--- config.mk ---
export PLATFORM = sky130hd
export DESIGN_NAME = mips_multicycle_main_control
export DESIGN_NICKNAME = d
export VERILOG_FILES = /design/src/rtl/mips_ctrl_pkg.sv /design/src/rtl/mips_multicycle_main_control_output_decode.sv /design/src/rtl/mips_multicycle_main_control.sv
export SDC_FILE = /design/constraint.sdc
export NUM_CORES = 1
export LEC_CHECK = 0
export ABC_CLOCK_PERIOD_IN_PS = 1700
export CAP_MARGIN = 40
export CORE_MARGIN = 3
export CORE_UTILIZATION = 35
export CTS_CLUSTER_DIAMETER = 40
export CTS_CLUSTER_SIZE = 16
export DETAILED_ROUTE_END_ITERATION = 10
export GPL_TIMING_DRIVEN = 0
export PLACE_DENSITY = 0.79
export SYNTH_ARGS = -nofsm -noshare
export SYNTH_HDL_FRONTEND = slang
export SYNTH_SLANG_ARGS = --single-unit
--- constraint.sdc ---
create_clock -name clk -period 1.7 [get_ports clk]
set_input_delay 0.51 -clock clk [delete_from_list [all_inputs] [get_ports clk]]
set_output_delay 0.51 -clock clk [all_outputs]
set_load 0.01 [all_outputs]
--- src/rtl/mips_ctrl_pkg.sv ---
// Shared definitions for the multicycle MIPS main control and the ALU control unit.
// Opcodes, alu_op codes, FSM state encodings, select codes and the control bundle.
package mips_ctrl_pkg;

  localparam logic [5:0] OP_RTYPE = 6'b000000;
  localparam logic [5:0] OP_LW    = 6'b100011;
  localparam logic [5:0] OP_SW    = 6'b101011;
  localparam logic [5:0] OP_BEQ   = 6'b000100;
  localparam logic [5:0] OP_J     = 6'b000010;
  localparam logic [5:0] OP_ADDI  = 6'b001000;

  localparam logic [1:0] ALUOP_ADD   = 2'b00;
  localparam logic [1:0] ALUOP_SUB   = 2'b01;
  localparam logic [1:0] ALUOP_FUNCT = 2'b10;

  localparam logic [1:0] SRCB_REG_B   = 2'b00;
  localparam logic [1:0] SRCB_FOUR    = 2'b01;
  localparam logic [1:0] SRCB_IMM     = 2'b10;
  localparam logic [1:0] SRCB_IMM_SH2 = 2'b11;

  localparam logic [1:0] PCSRC_ALU     = 2'b00;
  localparam logic [1:0] PCSRC_ALU_OUT = 2'b01;
  localparam logic [1:0] PCSRC_JUMP    = 2'b10;

  typedef enum logic [3:0] {
    S_FETCH   = 4'd0,
    S_DECODE  = 4'd1,
    S_MEMADR  = 4'd2,
    S_MEMRD   = 4'd3,
    S_MEMWB   = 4'd4,
    S_MEMWR   = 4'd5,
    S_RTYPEEX = 4'd6,
    S_RTYPEWB = 4'd7,
    S_BEQEX   = 4'd8,
    S_ADDIEX  = 4'd9,
    S_ADDIWB  = 4'd10,
    S_JEX     = 4'd11
  } state_e;

  typedef struct packed {
    logic       mem_read;
    logic       mem_write;
    logic       iord;
    logic       ir_write;
    logic       pc_write;
    logic       branch;
    logic [1:0] pc_src;
    logic [1:0] alu_op;
    logic       alu_src_a;
    logic [1:0] alu_src_b;
    logic       reg_write;
    logic       reg_dst;
    logic       mem_to_reg;
  } ctrl_t;

endpackage

--- src/rtl/mips_multicycle_main_control_output_decode.sv ---
// Pure combinational state-to-control decoder for the multicycle MIPS main control.
// MULTICYCLE_ADDI_EN adds the ADDIEX/ADDIWB decodes; otherwise codes 9/10 decode to all-zero.
module mips_ctrl_output_decode
  import mips_ctrl_pkg::*;
(
  input  state_e state,
  input  logic   mem_ready,
  output ctrl_t  ctrl
);

  always_comb begin
    ctrl = '0;
    case (state)
      S_FETCH: begin
        ctrl.mem_read  = 1'b1;
        ctrl.alu_src_b = SRCB_FOUR;
        ctrl.alu_op    = ALUOP_ADD;
        ctrl.pc_src    = PCSRC_ALU;
        // IR and PC only load once the instruction word has actually arrived.
        ctrl.ir_write  = mem_ready;
        ctrl.pc_write  = mem_ready;
      end
      S_DECODE: begin
        ctrl.alu_src_b = SRCB_IMM_SH2;
        ctrl.alu_op    = ALUOP_ADD;
      end
      S_MEMADR: begin
        ctrl.alu_src_a = 1'b1;
        ctrl.alu_src_b = SRCB_IMM;
        ctrl.alu_op    = ALUOP_ADD;
      end
      S_MEMRD: begin
        ctrl.mem_read = 1'b1;
        ctrl.iord     = 1'b1;
      end
      S_MEMWB: begin
        ctrl.reg_write  = 1'b1;
        ctrl.mem_to_reg = 1'b1;
      end
      S_MEMWR: begin
        ctrl.mem_write = 1'b1;
        ctrl.iord      = 1'b1;
      end
      S_RTYPEEX: begin
        ctrl.alu_src_a = 1'b1;
        ctrl.alu_src_b = SRCB_REG_B;
        ctrl.alu_op    = ALUOP_FUNCT;
      end
      S_RTYPEWB: begin
        ctrl.reg_write = 1'b1;
        ctrl.reg_dst   = 1'b1;
      end
      S_BEQEX: begin
        ctrl.alu_src_a = 1'b1;
        ctrl.alu_src_b = SRCB_REG_B;
        ctrl.alu_op    = ALUOP_SUB;
        ctrl.branch    = 1'b1;
        ctrl.pc_src    = PCSRC_ALU_OUT;
      end
`ifdef MULTICYCLE_ADDI_EN
      S_ADDIEX: begin
        ctrl.alu_src_a = 1'b1;
        ctrl.alu_src_b = SRCB_IMM;
        ctrl.alu_op    = ALUOP_ADD;
      end
      S_ADDIWB: begin
        ctrl.reg_write = 1'b1;
      end
`endif
      S_JEX: begin
        ctrl.pc_write = 1'b1;
        ctrl.pc_src   = PCSRC_JUMP;
      end
      default: ctrl = '0;
    endcase
  end

endmodule

--- src/rtl/mips_multicycle_main_control.sv ---
// Main control FSM of the multicycle MIPS datapath: sequences opcode decode and mem_ready waits.
// Optional macro MULTICYCLE_ADDI_EN enables the addi path (ADDIEX -> ADDIWB).
module mips_multicycle_main_control
  import mips_ctrl_pkg::*;
#(
  parameter int OPCODE_W = 6,
  parameter int STATE_W  = 4
) (
  input  logic                clk,
  input  logic                reset,
  input  logic [OPCODE_W-1:0] opcode,
  input  logic                mem_ready,
  output logic                mem_read,
  output logic                mem_write,
  output logic                iord,
  output logic                ir_write,
  output logic                pc_write,
  output logic                branch,
  output logic [1:0]          pc_src,
  output logic [1:0]          alu_op,
  output logic                alu_src_a,
  output logic [1:0]          alu_src_b,
  output logic                reg_write,
  output logic                reg_dst,
  output logic                mem_to_reg,
  output logic [STATE_W-1:0]  state
);

  state_e state_q, state_d;
  ctrl_t  ctrl;

  always_comb begin
    state_d = S_FETCH;
    case (state_q)
      S_FETCH:   state_d = mem_ready ? S_DECODE : S_FETCH;
      S_DECODE: begin
        if (opcode == OP_LW || opcode == OP_SW) state_d = S_MEMADR;
        else if (opcode == OP_RTYPE)            state_d = S_RTYPEEX;
        else if (opcode == OP_BEQ)              state_d = S_BEQEX;
        else if (opcode == OP_J)                state_d = S_JEX;
`ifdef MULTICYCLE_ADDI_EN
        else if (opcode == OP_ADDI)             state_d = S_ADDIEX;
`endif
        else                                    state_d = S_FETCH;
      end
      S_MEMADR:  state_d = (opcode == OP_SW) ? S_MEMWR : S_MEMRD;
      S_MEMRD:   state_d = mem_ready ? S_MEMWB : S_MEMRD;
      S_MEMWR:   state_d = mem_ready ? S_FETCH : S_MEMWR;
      S_RTYPEEX: state_d = S_RTYPEWB;
`ifdef MULTICYCLE_ADDI_EN
      S_ADDIEX:  state_d = S_ADDIWB;
`endif
      default:   state_d = S_FETCH;
    endcase
  end

  always_ff @(posedge clk) begin
    if (reset) state_q <= S_FETCH;
    else       state_q <= state_d;
  end

  mips_ctrl_output_decode u_decode (
    .state     (state_q),
    .mem_ready (mem_ready),
    .ctrl      (ctrl)
  );

  // Reset must never let a write escape, whatever state the register holds.
  assign mem_write  = ctrl.mem_write & ~reset;
  assign ir_write   = ctrl.ir_write  & ~reset;
  assign pc_write   = ctrl.pc_write  & ~reset;
  assign branch     = ctrl.branch    & ~reset;
  assign reg_write  = ctrl.reg_write & ~reset;
  assign mem_read   = ctrl.mem_read;
  assign iord       = ctrl.iord;
  assign pc_src     = ctrl.pc_src;
  assign alu_op     = ctrl.alu_op;
  assign alu_src_a  = ctrl.alu_src_a;
  assign alu_src_b  = ctrl.alu_src_b;
  assign reg_dst    = ctrl.reg_dst;
  assign mem_to_reg = ctrl.mem_to_reg;
  assign state      = STATE_W'(state_q);

endmodule

======== Word level (Yosys, flattened, before mapping) ========
Index checks and enable logic that the tools add are counted.
word-level totals
  flip-flop bits (word level) ............. 4
  latch bits .............................. 0
  memory bits (writable) .................. 0
  bits in read-only memories .............. 0
  output and inout bits ................... 20
  logic and storage cells ................. 49
  memories ................................ 0
operators by class
  $add $sub $neg .......................... 0
  multipliers ............................. 0
  div/mod/pow operators ................... 0
  magnitude comparators ................... 0
  equality and inequality tests ........... 13
  shift-type cells ........................ 0
  mux-type cells .......................... 22
  bitwise gates (word level) .............. 6
  reduce and logical (&&, ||, !) cells .... 7
operator list
  cell                  number
  $pmux W4 S6           1
  $eq A4 B3 Y1 const B  4
  $mux W4               4
  $eq A6 B6 Y1 const B  2
  $mux W1               10
  $mux W3               3
  $eq A4 B2 Y1 const B  2
  $eq A4 B4 Y1 const B  2
  $pmux W2 S2           2
  $eq A6 B2 Y1 const B  1
  $eq A6 B3 Y1 const B  1
  $logic_not A6 Y1      1
  $pmux W2 S3           1
  $reduce_or A2 Y1      3
  $and A1 B1 Y1         5
  $eq A4 B1 Y1 const B  1
  $logic_not A4 Y1      1
  $reduce_or A3 Y1      1
  $pmux W1 S2           1
  $logic_or A1 B1 Y1    1
  $not A1 Y1            1

======== Logic depth before layout (Yosys ltp) ========
Gate-level depths: netlist of run 1.
  word-level depth ........................ 6
  mapped depth ............................ 5
  mapped depth without buffers ............ 4

======== Hierarchy ========
A second synthesis of run 1 with hierarchy kept.
second synthesis, totals
  cell total of the unflattened synthesis .. 69
  area, all modules ....................... 501.7 µm²
by module, submodules not included
  module                        times used  cells each  area an instance (µm²)  seq. area each (µm²)
  mips_multicycle_main_control  1           39          317.8                   80.1
  mips_ctrl_output_decode       1           30          183.9                   0.0

======== Worst setup path before layout of run 1 ========
No wires, ideal clock.
  path kind ............................... register to output
  from .................................... register state_q[2] (netlist: state[2])
  to ...................................... output pc_write
  arrival time ............................ 1.415 ns
  setup slack ............................. -0.225 ns
  cell stages (with the launch flop) ...... 6
  cells stage by stage .................... dfxtp_1 > buf_2 > or2_1 > nor2_1 > nor4b_2 > or2_1
between the ends
  longest elaborated chain between the ends .. 3
ends and longest elaborated chain
  what                                                     RTL line                                          source
  start: declaration                                       mips_multicycle_main_control.sv:29                state_e state_q, state_d;
  start signal: assignment                                 mips_multicycle_main_control.sv:59                else state_q <= state_d;
  $eq A4 B4 Y1 / $logic_not A4 Y1 (equally long branches)  mips_multicycle_main_control_output_decode.sv:13  case (state)
  $pmux W1 S2 *                                            mips_multicycle_main_control_output_decode.sv:13
  $and A1 B1 Y1 *                                          mips_multicycle_main_control.sv:71                assign pc_write = ctrl.pc_write & ~reset;
  end: declaration                                         mips_multicycle_main_control.sv:17                output logic pc_write,
Every way passes the cells marked *; elsewhere a longest branch is shown, timed or not.

======== Final worst setup path of run 1 ========
  from .................................... register state_q[3] (netlist: state[3])
  to ...................................... output pc_write
The elaborated chain is that of the path after synthesis.

==> results of run 1 <==
## routing by layer
layer | vias to the layer above | wire length, um | global-route usage, %
li1 | 346 | - | -
met1 | 385 | 897 | 24.8
met2 | 49 | 1140 | 33.7
met3 | 14 | 196 | 6.44
met4 | 0 | 105 | 7.45
met5 | - | 0 | 0
## cell families (layout without fill, tap and decap cells)
| kind of cell | after synthesis | in the layout | share of synthesized area [%] |
|---|---|---|---|
| simple gates | 42 | 42 | 54.7 |
| mux | 2 | 2 | 4.83 |
| buf+inv | 5 | 56 | 4.83 |
| compound gates | 9 | 9 | 14.7 |
| flops | 4 | 4 | 17.2 |
| xor+xnor | 2 | 2 | 3.75 |
## power groups by stage
| stage | registers (W) | clock network [W] | logic, W |
|---|---|---|---|
| 2_1_floorplan | 0.000105 | 0 | 0.0000507 |
| 3_3_place_gp | 0.000104 | 0 | 0.000109 |
| 3_5_place_dp | 0.000104 | 0 | 0.000111 |
| 4_1_cts | 0.000100 | 0.000124 | 0.000108 |
| 5_1_grt | 0.0000979 | 0.000134 | 0.000139 |
| 6_report | 0.0000977 | 0.000126 | 0.000131 |
## worst min path at each step
| stage | depth (start not counted) | end | from | slack, ns |
|---|---|---|---|---|
| global route | 1 | state[2] | state[3] | 0.46 |
| detailed placement | 1 | state[2] | state[3] | 0.59 |
| finish | 1 | state[2] | state[3] | 0.45 |
| global placement | 1 | state[2] | state[3] | 0.60 |
| CTS | 1 | state[2] | state[3] | 0.52 |
| floorplan | 1 | state[2] | state[3] | 0.54 |
## cells in the mapped netlist (2+ instances only)
| cell type | n | area [um^2] |
|---|---|---|
| o2111ai_1 | 2 | 17.5 |
| nor2b_1 | 4 | 25.0 |
| or2_1 | 3 | 18.8 |
| nand2_1 | 3 | 11.3 |
| dfxtp_1 | 4 | 80.1 |
| buf_2 | 3 | 15.0 |
| mux2_2 | 2 | 22.5 |
| nand3_1 | 3 | 15.0 |
| xnor2_1 | 2 | 17.5 |
| nor3b_1 | 2 | 15.0 |
| nor3_1 | 6 | 30.0 |
| inv_1 | 2 | 7.51 |
| nor4_1 | 2 | 12.5 |
| nor2_1 | 10 | 37.5 |
| nor4b_2 | 2 | 30.0 |
## cell usage in the layout (no fill, tap or decap), types with 2 or more instances in the layout
cell             netlist  layout
nor3_1                 6       3
nor4_1                 2       2
buf_2                  3      14
nor2_1                10       5
dlygate4sd2_1          0       7
buf_4                  0      13
nor3_2                 0       2
nor2b_1                4       3
clkdlybuf4s50_1        0       3
clkbuf_4               0       3
buf_6                  0      11
nor2_4                 1       4
dfxtp_4                0       4
nor2_2                 0       2
nor4b_4                0       2
or2_4                  0       2
nand3_1                3       3
## layout make-up
cell class / instances / area, um^2 / share of cell area (%)
timing repair buffer: 49 / 393 / 37.5
tap: 14 / 17.5 / 1.67
inverter: 2 / 10.0 / 0.956
clock buffer: 3 / 22.5 / 2.15
multi-input combinational: 55 / 483 / 46.1
buffer: 2 / 26.3 / 2.51
sequential: 4 / 95.1 / 9.08
## repair_timing
action                                  CTS  global route
endpoints found under the setup margin   22            18
buffers inserted                          9            12
pin swaps                                 7            10
cloned                                    0             0
gates resized for setup                  86            36
## through the flow
stage	total power [W]	instance area (um^2)	worst slack, ns	util (%)
2_1_floorplan	0.000155	494	-0.0440	-
3_3_place_gp	0.000213	792	-0.975	67.6
3_5_place_dp	0.000215	792	-0.978	67.6
4_1_cts	0.000332	843	-0.316	72.0
5_1_grt	0.000371	1050	-0.327	89.4
6_report	0.000355	1050	-0.271	89.4
==> impl_metrics.yaml, run 1 <==
setup_path:
  cp.required_ns: 1.19
  crit_family: "simple AND/OR/NAND/NOR gates"
  criticalPathCategory: "reg -> out"
  cp.arrival_ns: 1.46
  cp-start-kind: "register"
  crit_buf_inv: 1
  path_max_fanout: 4
  critical-path-max-stage-delay_ns: 0.35
  r2r_slack_ns: 0.24
  cp.depth: 5
  rr_startpoint: "state[2]"
  endpoint: "pc_write"
  r2r_end: "state[2]"
  r2r_cells: 7
  crit_start: "state[3]"
  end_kind: "output pin"
  cp_slowest_cell: "dfxtp_4"
  crit_chain: "or2_4 -> nor2_4 -> nor4b_4 -> or2_1 -> buf_2"
power:
  leakagePower_nw: 0.466
  combPwrFrac_pct: 37.1
  power_density_mw_per_mm2: 339
  p_clk_share_pct: 35.4
  p_int_w: 0.000236
  peakVddDrop_mv: 0.292
  p_sw_share_pct: 33.4
  p_sw_w: 0.000119
  p_seq_share_pct: 27.5
place:
  dpl.cell_count: 106
  port_buffers: 28
  place_congestion: 0.870
  detailed_place_hpwl_mm: 1.21
layout:
  fin_nets: 126
  fill_cells: 54
  fin_cells: 129
  drive_gt1_share_pct: 63.5
  syn_to_final_growth_pct: 124
  largest_reg_flops: 4
  antennaDiodeCount: 0
drt:
  routed_wirelength_mm: 2.34
  vias: 794
  drc: 0
  drt_iter0_drc: 36
  ant_nets: 0
  wire_per_inst_um: 18.2
  viasPerCell: 6.16
  first_pass_iters: 4
timing:
  fin_crit_sh_pct: 116
  drv_slew: 0
  rsz0062_at_grt: "yes"
  setup_viol: 14
  setup_slack_ns: -0.271
  maxSlewHeadroom_pct: 78.4
  fmax_mhz: 507
  hold_slack_ns: 0.451
  fin_crit_ns: 1.97
  fin_setup_tns_ns: -1.46
  final_hold_viol_count: 0
  fin_skew_ns: 0.00302
  tightest_slew_ns: 0.320
synth:
  syn_avg_cell_area_um2: 7.29
  synth.distinct_cells: 29
  syn-num-nets: 73
  synth-edff-count: 0
  ys_warn_count: 0
  synth-seq-cells: 4
  synth_ff_type: "dfxtp_1"
  netlist_instances: 64
  ys_seq_area_share_pct: 17.2
  mappedNetlistArea_um2: 467
  ys_async_sr_fraction_pct: 0
clocking:
  hold_buffers: 0
  clockBufferDepth: 2
  cts.clk_slew.worst_paths_ns: 0.04
  clk_latency_ns: 0.25
  cts_buffers: 3
  cts_tree: "yes"
  root_buffer: "clkbuf_4"
  htreeDepth: 1
  clock_sinks: 4
global_routing:
  grt_pass1_wl_mm: 2.79
  grt_pass1_vias: 561
  antenna_found_initial: 0
  grt_start_max_net_pins: 11
  grtUsageTotal_pct: 20.6
  grt_overflow_total: 0
status:
  status: "complete, but fails checks"
  violations: "negative setup slack"
hold_path:
  hold_path_class: "reg -> reg"
floorplanning:
  core_area_mm2: 0.00117
  fp-row-count: 12
  die_x_um: 42.5
  pin_count: 29
  die_h_um: 42.5
  start_util_pct: 39.9
  dieArea_mm2: 0.00181
flow_run:
  maxCapViolations: 0
(Power assumes the default switching activity.)
==> run 2: changes to the inputs <==
Settings changed: PLACE_DENSITY 0.79 to 0.76.
==> run 2 against run 1 <==
  * The run still ends with negative setup slack left
  * Via count down 5.2%
  * Register-to-register slack worse by 0.14 ns
  * Combinational power down 3%
  * Sequential cell count unchanged
  * First-iteration DRC count down 39%
  * Critical endpoint unchanged
==> impl_metrics.yaml, run 2 (synthesis gave the netlist of run 1 again) <==
drt:
  ant_nets: 0
  first_pass_iters: 4
  wire_per_inst_um: 16.4
  vias: 753
  drt_iter0_drc: 22
  routed_wirelength_mm: 2.12
  viasPerCell: 5.84
  drc: 0
status:
  status: "complete, but fails checks"
  violations: "negative setup slack"
setup_path:
  criticalPathCategory: "reg -> out"
  cp.required_ns: 1.19
  crit_start: "state[3]"
  r2r_slack_ns: 0.10
  r2r_cells: 7
  rr_startpoint: "state[3]"
  r2r_end: "state[2]"
  path_max_fanout: 6
  cp.arrival_ns: 1.47
  cp-start-kind: "register"
  endpoint: "pc_write"
  end_kind: "output pin"
layout:
  largest_reg_flops: 4
  final_cell_mix: "15 x buf_2, 15 x buf_4, 9 x buf_6"
  fin_nets: 126
  antennaDiodeCount: 0
  fin_cells: 129
  drive_gt1_share_pct: 60.0
  syn_to_final_growth_pct: 114
timing:
  setup_viol: 10
  maxSlewHeadroom_pct: 83.6
  fin_setup_tns_ns: -1.33
  final_hold_viol_count: 0
  drv_slew: 0
  fin_crit_sh_pct: 117
  fin_skew_ns: 0.00406
  tightest_slew_ns: 0.245
  setup_slack_ns: -0.282
  fin_crit_ns: 1.98
  fmax_mhz: 505
  rsz0062_at_grt: "yes"
clocking:
  cts_tree: "yes"
  root_buffer: "clkbuf_4"
  clk_latency_ns: 0.25
  cts_buffers: 3
  cts.clk_slew.worst_paths_ns: 0.04
  clockBufferDepth: 2
  hold_buffers: 0
  htreeDepth: 1
  clock_sinks: 4
hold_path:
  hold_path_class: "reg -> reg"
flow_run:
  maxCapViolations: 0
global_routing:
  grt_pass1_wl_mm: 2.94
  grt_overflow_total: 0
  grtUsageTotal_pct: 21.4
  grt_start_max_net_pins: 11
  grt_pass1_vias: 633
  antenna_found_initial: 0
floorplanning:
  dieArea_mm2: 0.00181
  fp-row-count: 12
  pin_count: 29
  core_area_mm2: 0.00117
  die_h_um: 42.5
  start_util_pct: 39.9
  die_x_um: 42.5
power:
  total_power_w: 0.000350
  leakagePower_nw: 0.468
  power_density_mw_per_mm2: 351
  peakVddDrop_mv: 0.304
place:
  dpl.cell_count: 106
  pre_cts_ws_ns: -0.962
  detailed_place_hpwl_mm: 1.10
  place_congestion: 0.843
  port_buffers: 28
==> run 2: critical path: stages, from the launching register on <==
cell     delay (ns)
dfxtp_4        0.36
or2_4          0.27
nor2_4         0.10
nor4b_4        0.22
or2_1          0.14
buf_2          0.13
==> run 2: report_power, final <==
group	leakage, nW	internal (W)	switching (W)
clock	0.0138	0.0000793	0.0000448
sequential	0.0355	0.0000929	0.00000631
combinational	0.419	0.0000646	0.0000621
total	0.468	0.000237	0.000113
==> run 2: area by class of cell <==
cell class,count,area [um^2]
fillers,73,174
clock buffers,3,22.5
repair buffers,49,375
multi-input cells,55,454
inverters,2,10.0
flip-flops and latches,4,95.1
plain buffers,2,22.5
well taps,14,17.5
==> run 2: layer usage <==
metal  global-route usage (%)  vias up  wire, um
met4                     5.59        0        21
met2                     34.0       47      1030
met3                     9.87        4       213
met5                        0        -         0
met1                     25.6      358       858
li1                         -      344         -
==> run 2: through the flow <==
stage | util, % | area (um^2) | hold slack, ns
after global routing | 85.1 | 997 | 0.467
final | 85.1 | 997 | 0.467
after detailed placement | 67.6 | 792 | 0.578
after global placement | 67.6 | 792 | 0.586
after CTS | 76.7 | 898 | 0.529
after floorplan | - | 494 | 0.542
==> run 2: timing repair <==
item / CTS / global route
gates resized for setup: 94 / 17
setup endpoints to repair: 21 / 17
hold endpoints to repair: 0 / 0
pin swaps: 9 / 6
setup buffers: 13 / 8
==> run 2: how the worst min path moves through the flow <==
stage | endpoint | startpoint | cells after the start | slack [ns]
after CTS | state[2] | state[3] | 1 | 0.53
after global placement | state[2] | state[3] | 1 | 0.59
after detailed placement | state[2] | state[3] | 1 | 0.58
after floorplan | state[2] | state[3] | 1 | 0.54
after global routing | state[2] | state[3] | 1 | 0.47
final | state[2] | state[3] | 1 | 0.47
